**src/rtl/proc_sb_pkg.sv**
```systemverilog
// Shared types for the TinyRV2 register scoreboard: per-register entry
// record and the bypass-select encoding for the default four-stage depth.
package proc_sb_pkg;

  localparam int SB_POS_W = 4;
  localparam int SB_CTR_W = 4;

  typedef enum logic [1:0] {
    BYP_RF = 2'd0,
    BYP_X  = 2'd1,
    BYP_M  = 2'd2,
    BYP_W  = 2'd3
  } byp_sel_e;

  typedef struct packed {
    logic                pend;
    logic                is_var;
    logic                done;
    logic [SB_POS_W-1:0] pos;
    logic [SB_CTR_W-1:0] rdy_ctr;
  } sb_entry_t;

endpackage

```
**src/rtl/proc_sb_entry.sv**
```systemverilog
// One scoreboard entry: owns the per-register update and its priority
// (reset > squash > issue > wb clear > advance/var_done).
module proc_sb_entry
  import proc_sb_pkg::*;
#(
  parameter int NSTAGES = 4,
  parameter int PW      = 3,
  parameter int LW      = 3
) (
  input  logic          clk,
  input  logic          reset,
  input  logic          adv_i,
  input  logic          squash_i,
  input  logic [PW-1:0] squashDepth_i,
  input  logic          issue_i,
  input  logic          issueVar_i,
  input  logic [LW-1:0] issueLat_i,
  input  logic          wb_i,
  input  logic          done_i,
  output logic          pend_o,
  output logic          ready_o,
  output logic          varWait_o,
  output logic [PW-1:0] pos_o
);

  sb_entry_t entry_q, entry_d;

  always_comb begin
    entry_d = entry_q;
    if (squash_i && entry_q.pend && (entry_q.pos < SB_POS_W'(squashDepth_i))) begin
      entry_d = '0;
    end else if (issue_i) begin
      entry_d.pend    = 1'b1;
      entry_d.is_var  = issueVar_i;
      entry_d.done    = 1'b0;
      entry_d.pos     = SB_POS_W'(1);
      // Latency L is bypassable after L cycles; the first one is spent reaching X.
      entry_d.rdy_ctr = (issueVar_i || (issueLat_i == '0)) ? '0
                        : SB_CTR_W'(issueLat_i) - SB_CTR_W'(1);
    end else if (wb_i && entry_q.pend && (entry_q.pos == SB_POS_W'(NSTAGES))) begin
      entry_d = '0;
    end else if (entry_q.pend) begin
      if (adv_i) begin
        if (entry_q.pos != SB_POS_W'(NSTAGES)) entry_d.pos = entry_q.pos + SB_POS_W'(1);
        if (entry_q.rdy_ctr != '0) entry_d.rdy_ctr = entry_q.rdy_ctr - SB_CTR_W'(1);
      end
      if (done_i && entry_q.is_var) entry_d.done = 1'b1;
    end
  end

  always_ff @(posedge clk) begin
    if (!reset) entry_q <= '0;
    else        entry_q <= entry_d;
  end

  assign pend_o    = entry_q.pend;
  assign ready_o   = entry_q.pend && (entry_q.is_var ? entry_q.done : (entry_q.rdy_ctr == '0));
  assign varWait_o = entry_q.pend && entry_q.is_var && !entry_q.done;
  assign pos_o     = PW'(entry_q.pos);

endmodule

```
**src/rtl/proc_scoreboard.sv**
```systemverilog
// Register scoreboard for the TinyRV2 D stage: bypass selects and stall request.
// Define PROC_SB_STATS_EN to add the RAW/WAW stall-cycle counters.
module proc_scoreboard
  import proc_sb_pkg::*;
#(
  parameter int NREGS   = 32,
  parameter int NSTAGES = 4,
  parameter int MAX_LAT = 7,
  parameter int AW      = $clog2(NREGS),
  parameter int PW      = $clog2(NSTAGES + 1)
) (
  input  logic                         clk,
  input  logic                         reset,
  input  logic                         pipe_stall,
  input  logic                         issue_val,
  output logic                         issue_rdy,
  input  logic                         issue_wen,
  input  logic [AW-1:0]                issue_rd,
  input  logic                         issue_var,
  input  logic [$clog2(MAX_LAT+1)-1:0] issue_lat,
  input  logic                         rs1_ren,
  input  logic                         rs2_ren,
  input  logic [AW-1:0]                rs1_addr,
  input  logic [AW-1:0]                rs2_addr,
  output logic [PW-1:0]                rs1_byp_sel,
  output logic [PW-1:0]                rs2_byp_sel,
  output logic                         stall,
  input  logic                         var_done_val,
  input  logic [AW-1:0]                var_done_rd,
  input  logic                         wb_val,
  input  logic [AW-1:0]                wb_rd,
  input  logic                         squash_val,
  input  logic [PW-1:0]                squash_depth
`ifdef PROC_SB_STATS_EN
  ,
  output logic [31:0]                  raw_stall_cnt,
  output logic [31:0]                  waw_stall_cnt
`endif
);

  localparam int LW = $clog2(MAX_LAT + 1);

  logic [NREGS-1:0] pendVec, readyVec, varWaitVec;
  logic [PW-1:0]    posArr [NREGS];
  logic             rs1Hit, rs2Hit, rs1Stall, rs2Stall, wawStall, issueAcc;

  // Squash takes precedence over a same-cycle issue; x0 never becomes pending.
  assign issueAcc = issue_val && !stall && !pipe_stall && !squash_val &&
                    issue_wen && (issue_rd != '0);

  for (genvar r = 0; r < NREGS; r++) begin : g_entry
    proc_sb_entry #(
      .NSTAGES(NSTAGES),
      .PW     (PW),
      .LW     (LW)
    ) u_entry (
      .clk          (clk),
      .reset        (reset),
      .adv_i        (!pipe_stall),
      .squash_i     (squash_val),
      .squashDepth_i(squash_depth),
      .issue_i      (issueAcc && (issue_rd == AW'(r))),
      .issueVar_i   (issue_var),
      .issueLat_i   (issue_lat),
      .wb_i         (wb_val && (wb_rd == AW'(r))),
      .done_i       (var_done_val && (var_done_rd == AW'(r))),
      .pend_o       (pendVec[r]),
      .ready_o      (readyVec[r]),
      .varWait_o    (varWaitVec[r]),
      .pos_o        (posArr[r])
    );
  end

  always_comb begin
    rs1Hit      = rs1_ren && (rs1_addr != '0) && pendVec[rs1_addr];
    rs2Hit      = rs2_ren && (rs2_addr != '0) && pendVec[rs2_addr];
    rs1Stall    = rs1Hit && !readyVec[rs1_addr];
    rs2Stall    = rs2Hit && !readyVec[rs2_addr];
    rs1_byp_sel = (rs1Hit && readyVec[rs1_addr]) ? posArr[rs1_addr] : PW'(BYP_RF);
    rs2_byp_sel = (rs2Hit && readyVec[rs2_addr]) ? posArr[rs2_addr] : PW'(BYP_RF);
    wawStall    = issue_wen && (issue_rd != '0) && varWaitVec[issue_rd];
  end

  assign stall     = rs1Stall || rs2Stall || wawStall;
  assign issue_rdy = !stall;

`ifdef PROC_SB_STATS_EN
  logic [31:0] rawStallCnt_q, wawStallCnt_q;

  always_ff @(posedge clk) begin
    if (!reset) begin
      rawStallCnt_q <= '0;
      wawStallCnt_q <= '0;
    end else begin
      if (issue_val && (rs1Stall || rs2Stall)) rawStallCnt_q <= rawStallCnt_q + 32'd1;
      if (issue_val && wawStall)               wawStallCnt_q <= wawStallCnt_q + 32'd1;
    end
  end

  assign raw_stall_cnt = rawStallCnt_q;
  assign waw_stall_cnt = wawStallCnt_q;
`endif

endmodule

```
**config.mk**
```make
export PLATFORM = sky130hd
export DESIGN_NAME = proc_scoreboard
export DESIGN_NICKNAME = d
export VERILOG_FILES = /design/src/rtl/proc_sb_pkg.sv /design/src/rtl/proc_sb_entry.sv /design/src/rtl/proc_scoreboard.sv
export SDC_FILE = /design/constraint.sdc
export NUM_CORES = 1
export LEC_CHECK = 0
export ABC_AREA = 1
export BUFFER_PORTS_ARGS = -buffer_cell sky130_fd_sc_hd__buf_2
export CORE_MARGIN = 3
export CORE_UTILIZATION = 65
export CTS_CLUSTER_DIAMETER = 30
export CTS_CLUSTER_SIZE = 28
export DETAILED_ROUTE_END_ITERATION = 8
export HOLD_SLACK_MARGIN = 0.08
export PLACE_DENSITY = 0.81
export SLEW_MARGIN = 20
export SYNTH_ARGS = -nofsm -noshare
export SYNTH_HDL_FRONTEND = slang
export SYNTH_HIERARCHICAL = 1
export SYNTH_SLANG_ARGS = --single-unit
export TNS_END_PERCENT = 30
```
**constraint.sdc**
```tcl
create_clock -name clk -period 6.73 [get_ports clk]
set_input_delay 1.0095 -clock clk [delete_from_list [all_inputs] [get_ports clk]]
set_output_delay 1.0095 -clock clk [all_outputs]
set_load 0.03 [all_outputs]
```
# Yosys cells after proc, flatten, opt, wreduce, memory -nomap -nowiden
# Index checks and enable logic that the tools add are counted.
op_classes:
  add_sub_neg: 65
  n_lt_le_gt_ge: 37
  n_eq_ne: 189
  n_mux: 307
  bitwise: 4
  n_reduce_logical: 798
ops:
  columns: ["op", "n"]
  rows:
  - ["two-way mux 9 bit", 64]
  - ["logical AND 1 bit", 367]
  - ["two-way mux 11 bit", 32]
  - ["AND reduction 3 bit", 96]
  - ["nonzero test 3 bit", 96]
  - ["two-way mux 4 bit", 65]
  - ["two-way mux 8 bit", 32]
  - ["== test 5 bit, second input constant", 48]
  - ["adder 4 x 1 -> 4 bit, second input constant", 32]
  - ["== test 4 x 3 -> 1 bit, second input constant", 32]
  - ["logical NOT 4 bit", 32]
  - ["< comparator 4 x 3 -> 1 bit", 32]
  - ["!= test 4 x 3 -> 1 bit, second input constant", 32]
  - ["nonzero test 4 bit", 32]
  - ["OR reduction 4 bit", 32]
  - ["subtractor 4 x 1 -> 4 bit, second input constant", 32]
  - ["== test 5 x 4 -> 1 bit, second input constant", 24]
  - ["!= test 3 x 1 -> 1 bit, second input constant", 32]
  - ["two-way mux 1 bit", 69]
  - ["two-way mux 2 bit", 32]
  - ["AND reduction 2 bit", 32]
  - ["nonzero test 2 bit", 32]
  - ["OR reduction 2 bit", 32]
  - ["== test 5 x 3 -> 1 bit, second input constant", 12]
  - ["15 further kinds", 79]
totals:
  reg_bits: 352
  in_bits: 42
  output_inout_bits: 8
  wordCells: 1592

# Depth between registers and ports, before layout
# Gate-level depths: netlist of run 1.
logic_depth:
  word_depth: 18
  depth_mapped: 25
  depth_no_buf: 24

# By module
# Netlist of run 1, hierarchy kept.
modules_own_cells:
  columns: ["module", "instances", "cells_each", "area_per_inst_um2", "seq_area_each_um2"]
  rows:
  - ["proc_sb_entry at g_entry[0].u_entry ...", 26, 129, 845.8, 220.2]
  - ["proc_sb_entry at g_entry[4].u_entry ...", 6, 132, 852.1, 220.2]
  - ["proc_scoreboard", 1, 1033, 4665.7, 0.0]

# Least setup slack after synthesis of run 1
# Ideal clock, no wire load.
synth_path:
  path_type: "input to register"
  from: "input port pipe_stall"
  to: "register g_entry[4].u_entry/entry_q[1] (netlist bit)"
  setup_time_ns: 0.064
  arrival_ns: 4.758
  t_required_ns: 6.666
  path_slack_ns: 1.909
  cell_stages: 13
  n_path_buf: 1
  path_cell_list: "inv_1 -> nand2_1 -> nor3_1 -> nand4_4 -> buf_6 -> nor2_2 -> inv_2 -> nor2_4 -> nand2_2 -> or2_0 -> nand2_1 -> nor2_1 -> nor2_1"
synth_via:
  elab_chain_len: 8
  word_cells_on_any_way: 11
synth_rtl:
  columns: ["item", "line_no", "text"]
  rows:
  - ["from (decl)", "proc_scoreboard.sv:14", "input logic pipe_stall,"]
  - ["logical NOT 1 bit", null, null]
  - ["logical AND 1 bit (3 in a row)", "proc_scoreboard.sv:48", "assign issueAcc = issue_val && !stall && !pipe_stall && !squash_val &&"]
  - ["logical AND 1 bit", "proc_scoreboard.sv:49", "issue_wen && (issue_rd != '0);"]
  - ["logical AND 1 bit", "proc_scoreboard.sv:62", ".issue_i (issueAcc && (issue_rd == AW'(r))),"]
  - ["!= test 3 x 1 -> 1 bit (no line) or nonzero test 3 bit (tied branches)", null, null]
  - ["AND reduction 3 bit (no line)", null, null]
  - ["to (signal assigned)", "proc_sb_entry.sv:53", "else entry_q <= entry_d;"]
  - ["to (decl)", "proc_sb_entry.sv:26", "sb_entry_t entry_q, entry_d;"]
# Several ways; a longest one is shown, not always the timed one.
# A chain may end at the register's enable or synchronous reset.

# Worst setup path in the final report of run 1
layout_path:
  from: "input port rs2_addr[0]"
  to: "output port rs2_byp_sel[1]"
layout_via:
  elab_chain_len: 5
  word_cells_on_any_way: 13
layout_rtl:
  columns: ["item", "line_no", "text"]
  rows:
  - ["from (decl)", "proc_scoreboard.sv:24", "input logic [AW-1:0] rs2_addr,"]
  - ["inverter 5 -> 6 bit (implied by the code), or another cell as far along", "proc_scoreboard.sv:80", "rs2_byp_sel = (rs2Hit && readyVec[rs2_addr]) ? posArr[rs2_addr] : PW'(BYP_RF);"]
  - ["binary-select mux 3 bit (select 5 bit), or another cell as far along", "proc_scoreboard.sv:80", null]
  - ["two-way mux 3 bit (implied by the code) or logical AND 1 bit (tied branches)", "proc_scoreboard.sv:80, proc_scoreboard.sv:76", null]
  - ["two-way mux 3 bit (implied by the code) or logical AND 1 bit (tied branches)", "proc_scoreboard.sv:80", null]
  - ["two-way mux 3 bit *", "proc_scoreboard.sv:80", null]
  - ["to (decl)", "proc_scoreboard.sv:26", "output logic [PW-1:0] rs2_byp_sel,"]
# Every way passes the cells marked *; elsewhere a longest branch is shown, timed or not. The select of a mux whose other input is x is not followed.

==> reports/results.ini, run 1 <==
[power_and_ir_drop]
p_leak_uw=0.0164
powerDensity_nw_per_um2=222
ir_drop_v=0.000203

[yosys]
dominantRegCellSynth=dfxtp_1
yosys_warnings=6
yosys.area.top_type_share_pct=22.2
avgSynthCellArea_um2=6.13
synth-async-reset-ratio_pct=0
syn-cell-area_um2=31800
synth_edf_count=0
synth_seq_cells=352
yosys.cell_types.count=42
yosysTopAreaCell=dfxtp_1
yosys-top-cells-area=dfxtp_1 22%, nand2_1 13%, nand3_1 11%
yosysSeqAreaShare_pct=22.2
syn_inst=5179

[finish]
multi_input_area_um2=20800
utilization_pct=74.1
final_cell_mix=1,129 x nand2_1, 751 x nor2_1, 702 x inv_1
final_layout_size_suffix_gt1_share_pct=13.6
instances_no_fill=5891
ff_latch_area_um2=7050
fillers=3946
design_area_um2=35600
final_common_cell=nand2_1
nets=5452
synthToLayoutAreaGrowth_pct=12.0

[clocking]
insertion_delay_ns=0.64
numClockSinks=352
path_clk_slew_ns=0.04
cts_hold_buf=0
cts_tree=yes
htree_levels=3
cts_setup_buffers=0
cts_root_buf=clkbuf_16
ctsResizeCount=0
cts_buffers=102
cts_buffer_depth=3

[drt]
drt_iter0_markers=3565
postRouteAntennaNets=0
firstDrtPassIters=7
vias=34300
avgRoutedWirePerCell_um=17.3
drc=0
vias_per_cell=5.82
drt-total-wl_mm=102

[floorplan]
die-area_um2=51600
io_pins=50
rows=80
die_w_um=227
core_um2=48000
die_height_um=227
start_util_pct=66.1

[global_route]
grtUsageTotal_pct=38.6
met1_usage_pct=47.8
antenna_found_initial=8
grt_overflow=0
grt_max_degree=103
grt.busiest_layer=met2
grt_pass1_vias=31500
grt_use_met2_pct=61.2
grt_pass1_wl_mm=161
met3_usage_pct=8.58

[timing]
fin_crit_sh_pct=72.6
relSlewSlack_pct=21.6
post-route-min-period_ns=4.89
finalSetupViolCount=0
setup_tns_ns=0
final_hold_viol_count=0
rsz0062_at_grt=false
skew_ns=0.0226
hold_slack_ns=0.509
slew_violations=0
worst_slew_pin_slew_ns=1.18
fmax_mhz=205

[job]
maxCapViolCount=0

[status]
status=finished, final reports clean

[critical_path]
critPathMaxFanout=50
arrival_ns=3.88
cp_slowest_cell=inv_2
startpoint_type=input port
worstPathRequired_ns=5.72
cp-end-kind=primary output
setup.worst_path.class=input port to primary output
critPathMaxStageDelay_ns=0.72
crit_path_cell_trace=buf_2 > inv_2 > buf_4 > nand2_1 > nand2_1 > nand2_1 > nand2_1 > nor2_1 > nor2_1 > nor2_1 > nor2_1 > nand2_1 > nor2_1 > buf_2

[placed_design]
dp_cells=5697
dpl_cell_area_um2=31800
hpwl_mm=69.5
place_congestion=1.06
io_buffers=49

[hold_path]
hp-class=register to register

-- metrics by stage --
stage / worst slack [ns] / total power, uW
finish: 1.84 / 7910
global route: 1.74 / 8110
CTS: 2.05 / 7920
detailed placement: 2.02 / 2700
global placement: 2.07 / 2690
floorplan: 1.91 / 2490
-- synth_stat cells, drive strengths merged, types with 32 or more instances --
cell type and instances:
a21oi 229, nor2 920, nand3 750, inv 744, nand2 1254, o21ai 219
ha 224, dfxtp 352, nor3b 32, buf 152, a31o 32, xor2 122
nor3 53
-- power breakdown --
part / total, uW / switching [uW] / internal, uW
sequential: 2110 / 6.92 / 2100
combinational: 593 / 440 / 152
clock: 5210 / 1460 / 3750
-- worst max-delay path, delay by kind of cell --
family	cells	cell delay, ns
buffers and inverters	4	1.65
AND/OR/NAND/NOR	10	1.18
-- registers in the layout (all words and copies together), names as in the netlist --
register,flops
g_entry.u_entry/pos_o,96
g_entry.u_entry/entry_q,224
g_entry.u_entry/pend_o,32
-- final cells by class --
type / instances / area share, %
clock inverter: 52 / 2.18
tap: 615 / 2.16
multi-input combinational: 3915 / 58.5
timing repair buffer: 67 / 1.14
antenna: 7 / 0.0492
sequential: 352 / 19.8
clock buffer: 135 / 8.29
inverter: 748 / 7.90
-- cells by family after synthesis --
kind of cell               after synthesis  share of synthesized area (%)
and+or+nand+nor                       3055                           44.6
DFF                                    352                           22.2
buffers and inverters                  917                           12.4
other                                    1                         0.0118
xor gates and xnor gates               122                           3.36
adders and majority gates              224                           8.82
AOI/OAI and AO/OA                      508                           8.59
-- metal layers --
layer / routed length (um) / up-vias
li1: - / 16500
met1: 40000 / 15500
met2: 44500 / 1864
met3: 10900 / 419
met4: 6460 / 6
met5: 43 / -
-- path summary, 6_finish.rpt --
path,startpoint,depth (start not counted),endpoint,slack (ns)
max,rs2_addr[0],14,rs2_byp_sel[1],1.84
min,g_entry[17].u_entry/entry_q[9]$_SDFFE_PP0P_,2,g_entry[17].u_entry/entry_q[9]$_SDFFE_PP0P_,0.51
max reg2reg,g_entry[15].u_entry/entry_q[0]$_SDFFE_PP0P_,21,g_entry[26].u_entry/entry_q[0]$_SDFFE_PP0P_,2.82
min reg2reg,g_entry[17].u_entry/entry_q[9]$_SDFFE_PP0P_,2,g_entry[17].u_entry/entry_q[9]$_SDFFE_PP0P_,0.51
Note: power is estimated with default switching activity, not from simulation.
==> inputs of run 2 (changes only) <==
- clock period: 6.73 -> 5.13 ns (I/O delays scaled with it)
==> reports/results.ini, run 2 (synthesis results as in run 1) <==
[timing]
slew_violations=0
post-route-min-period_ns=4.06
relSlewSlack_pct=25.7
final_hold_viol_count=0
setup_tns_ns=0
fin_crit_sh_pct=79.2
worst_slew_pin_slew_ns=1.11
skew_ns=0.0369
fmax_mhz=246
rsz0062_at_grt=false
finalSetupViolCount=0

[clocking]
cts_root_buf=clkbuf_16
cts_setup_buffers=0
numClockSinks=352
cts_buffers=98
cts_tree=yes
cts_buffer_depth=3
ctsResizeCount=0
path_clk_slew_ns=0.04
insertion_delay_ns=0.65
cts_hold_buf=0
htree_levels=3

[floorplan]
rows=80
die_w_um=227
die_height_um=227
die-area_um2=51600
core_um2=48000
start_util_pct=66.1
io_pins=50

[power_and_ir_drop]
p_leak_uw=0.0163
powerDensity_nw_per_um2=282
ir_drop_v=0.000286

[finish]
final_layout_size_suffix_gt1_share_pct=13.7
final_common_cell=nand2_1
synthToLayoutAreaGrowth_pct=11.8
regMostFlops=g_entry.u_entry/entry_q
largest_register_ffs=224
final_cell_mix=1,129 x nand2_1, 752 x nor2_1, 702 x inv_1
instances_no_fill=5896
nets=5461

[drt]
avgRoutedWirePerCell_um=17.3
vias=34100
drc=0
vias_per_cell=5.78
drt-total-wl_mm=102
postRouteAntennaNets=0
firstDrtPassIters=6
drt_iter0_markers=3601

[global_route]
grt_pass1_wl_mm=161
grtUsageTotal_pct=38.8
antenna_found_initial=4
grt_pass1_vias=31300
grt_max_degree=108
grt_overflow=0

[critical_path]
r2r_slack_ns=1.41
r2r-start=g_entry[16].u_entry/entry_q[0]$_SDFFE_PP0P_
critPathMaxFanout=4
startpoint_type=register
arrival_ns=3.29
setup.worst_path.class=register to primary output
cp-end-kind=primary output
r2r-end=g_entry[7].u_entry/entry_q[1]$_SDFFE_PP0P_
ff2ff_path_depth=22
crit_start=g_entry[16].u_entry/entry_q[0]$_SDFFE_PP0P_
worstPathRequired_ns=4.36

[placed_design]
place_congestion=1.05
hpwl_mm=71.3
io_buffers=49
dp_cells=5710

[hold_path]
hold_start=g_entry[1].u_entry/entry_q[9]$_SDFFE_PP0P_
whs_path_depth=2
hold_end=g_entry[1].u_entry/entry_q[9]$_SDFFE_PP0P_
hp-class=register to register

[job]
maxCapViolCount=0

[status]
status=finished, final reports clean

-- run 2: cell type report --
cell class,count,area [um2]
Timing Repair Buffer,80,554
Clock buffer,127,2750
Multi-Input combinational cell,3915,20800
Tap cell,615,769
Fill cell,3961,12500
Antenna cell,5,12.5
Sequential cell,352,7050
Clock inverter,54,763
Inverter,748,2810
-- run 2: critical path, cell delays in order (launching register included) --
cell	delay [ns]
dfxtp_1	0.30
inv_1	0.11
ha_1	0.20
nand3_1	0.16
a21oi_1	0.20
inv_1	0.10
o21ai_0	0.32
nand2_1	0.10
nand3_1	0.08
nand3_1	0.10
nand3_1	0.12
nand4_1	0.21
nor2_1	0.37
buf_2	0.27
-- run 2: per-layer routing --
metal | global-route usage, % | vias up | part of all wire, % | routed length (um)
met5 | 0 | - | 0.017 | 17
met4 | 21.7 | 2 | 5.9 | 5990
met3 | 7.52 | 358 | 10 | 10300
met2 | 61.9 | 1835 | 44 | 44600
met1 | 49.4 | 15400 | 40 | 40900
li1 | - | 16500 | - | -
-- run 2: through the flow --
| stage | util, % | hold slack (ns) | worst slack (ns) | total power, uW | instance area [um2] |
|---|---|---|---|---|---|
| after global routing | 73.9 | 0.520 | 0.958 | 10300 | 35500 |
| after detailed placement | 66.6 | 0.491 | 1.13 | 3560 | 32000 |
| after CTS | 73.9 | 0.498 | 1.16 | 10000 | 35500 |
| after floorplan | - | 0.470 | 0.549 | 3270 | 31800 |
| after global placement | 66.6 | 0.492 | 1.25 | 3550 | 32000 |
| final | 73.9 | 0.499 | 1.07 | 10000 | 35500 |
-- run 2: worst max-delay path by stage --
stage,endpoint,slack (ns)
CTS,rs1_byp_sel[1],1.16
global route,rs1_byp_sel[1],0.96
detailed placement,g_entry[6].u_entry/entry_q[1]$_SDFFE_PP0P_,1.13
global placement,g_entry[16].u_entry/entry_q[1]$_SDFFE_PP0P_,1.25
finish,rs1_byp_sel[1],1.07
floorplan,g_entry[4].u_entry/entry_q[1]$_SDFFE_PP0P_,0.55
-- run 2: power by group --
part	switching [uW]	internal, uW	total (uW)	leakage (uW)
combinational	571	208	779	0.0118
clock	1890	4590	6480	0.00172
sequential	9.55	2750	2760	0.00284
total	2470	7550	10000	0.0163
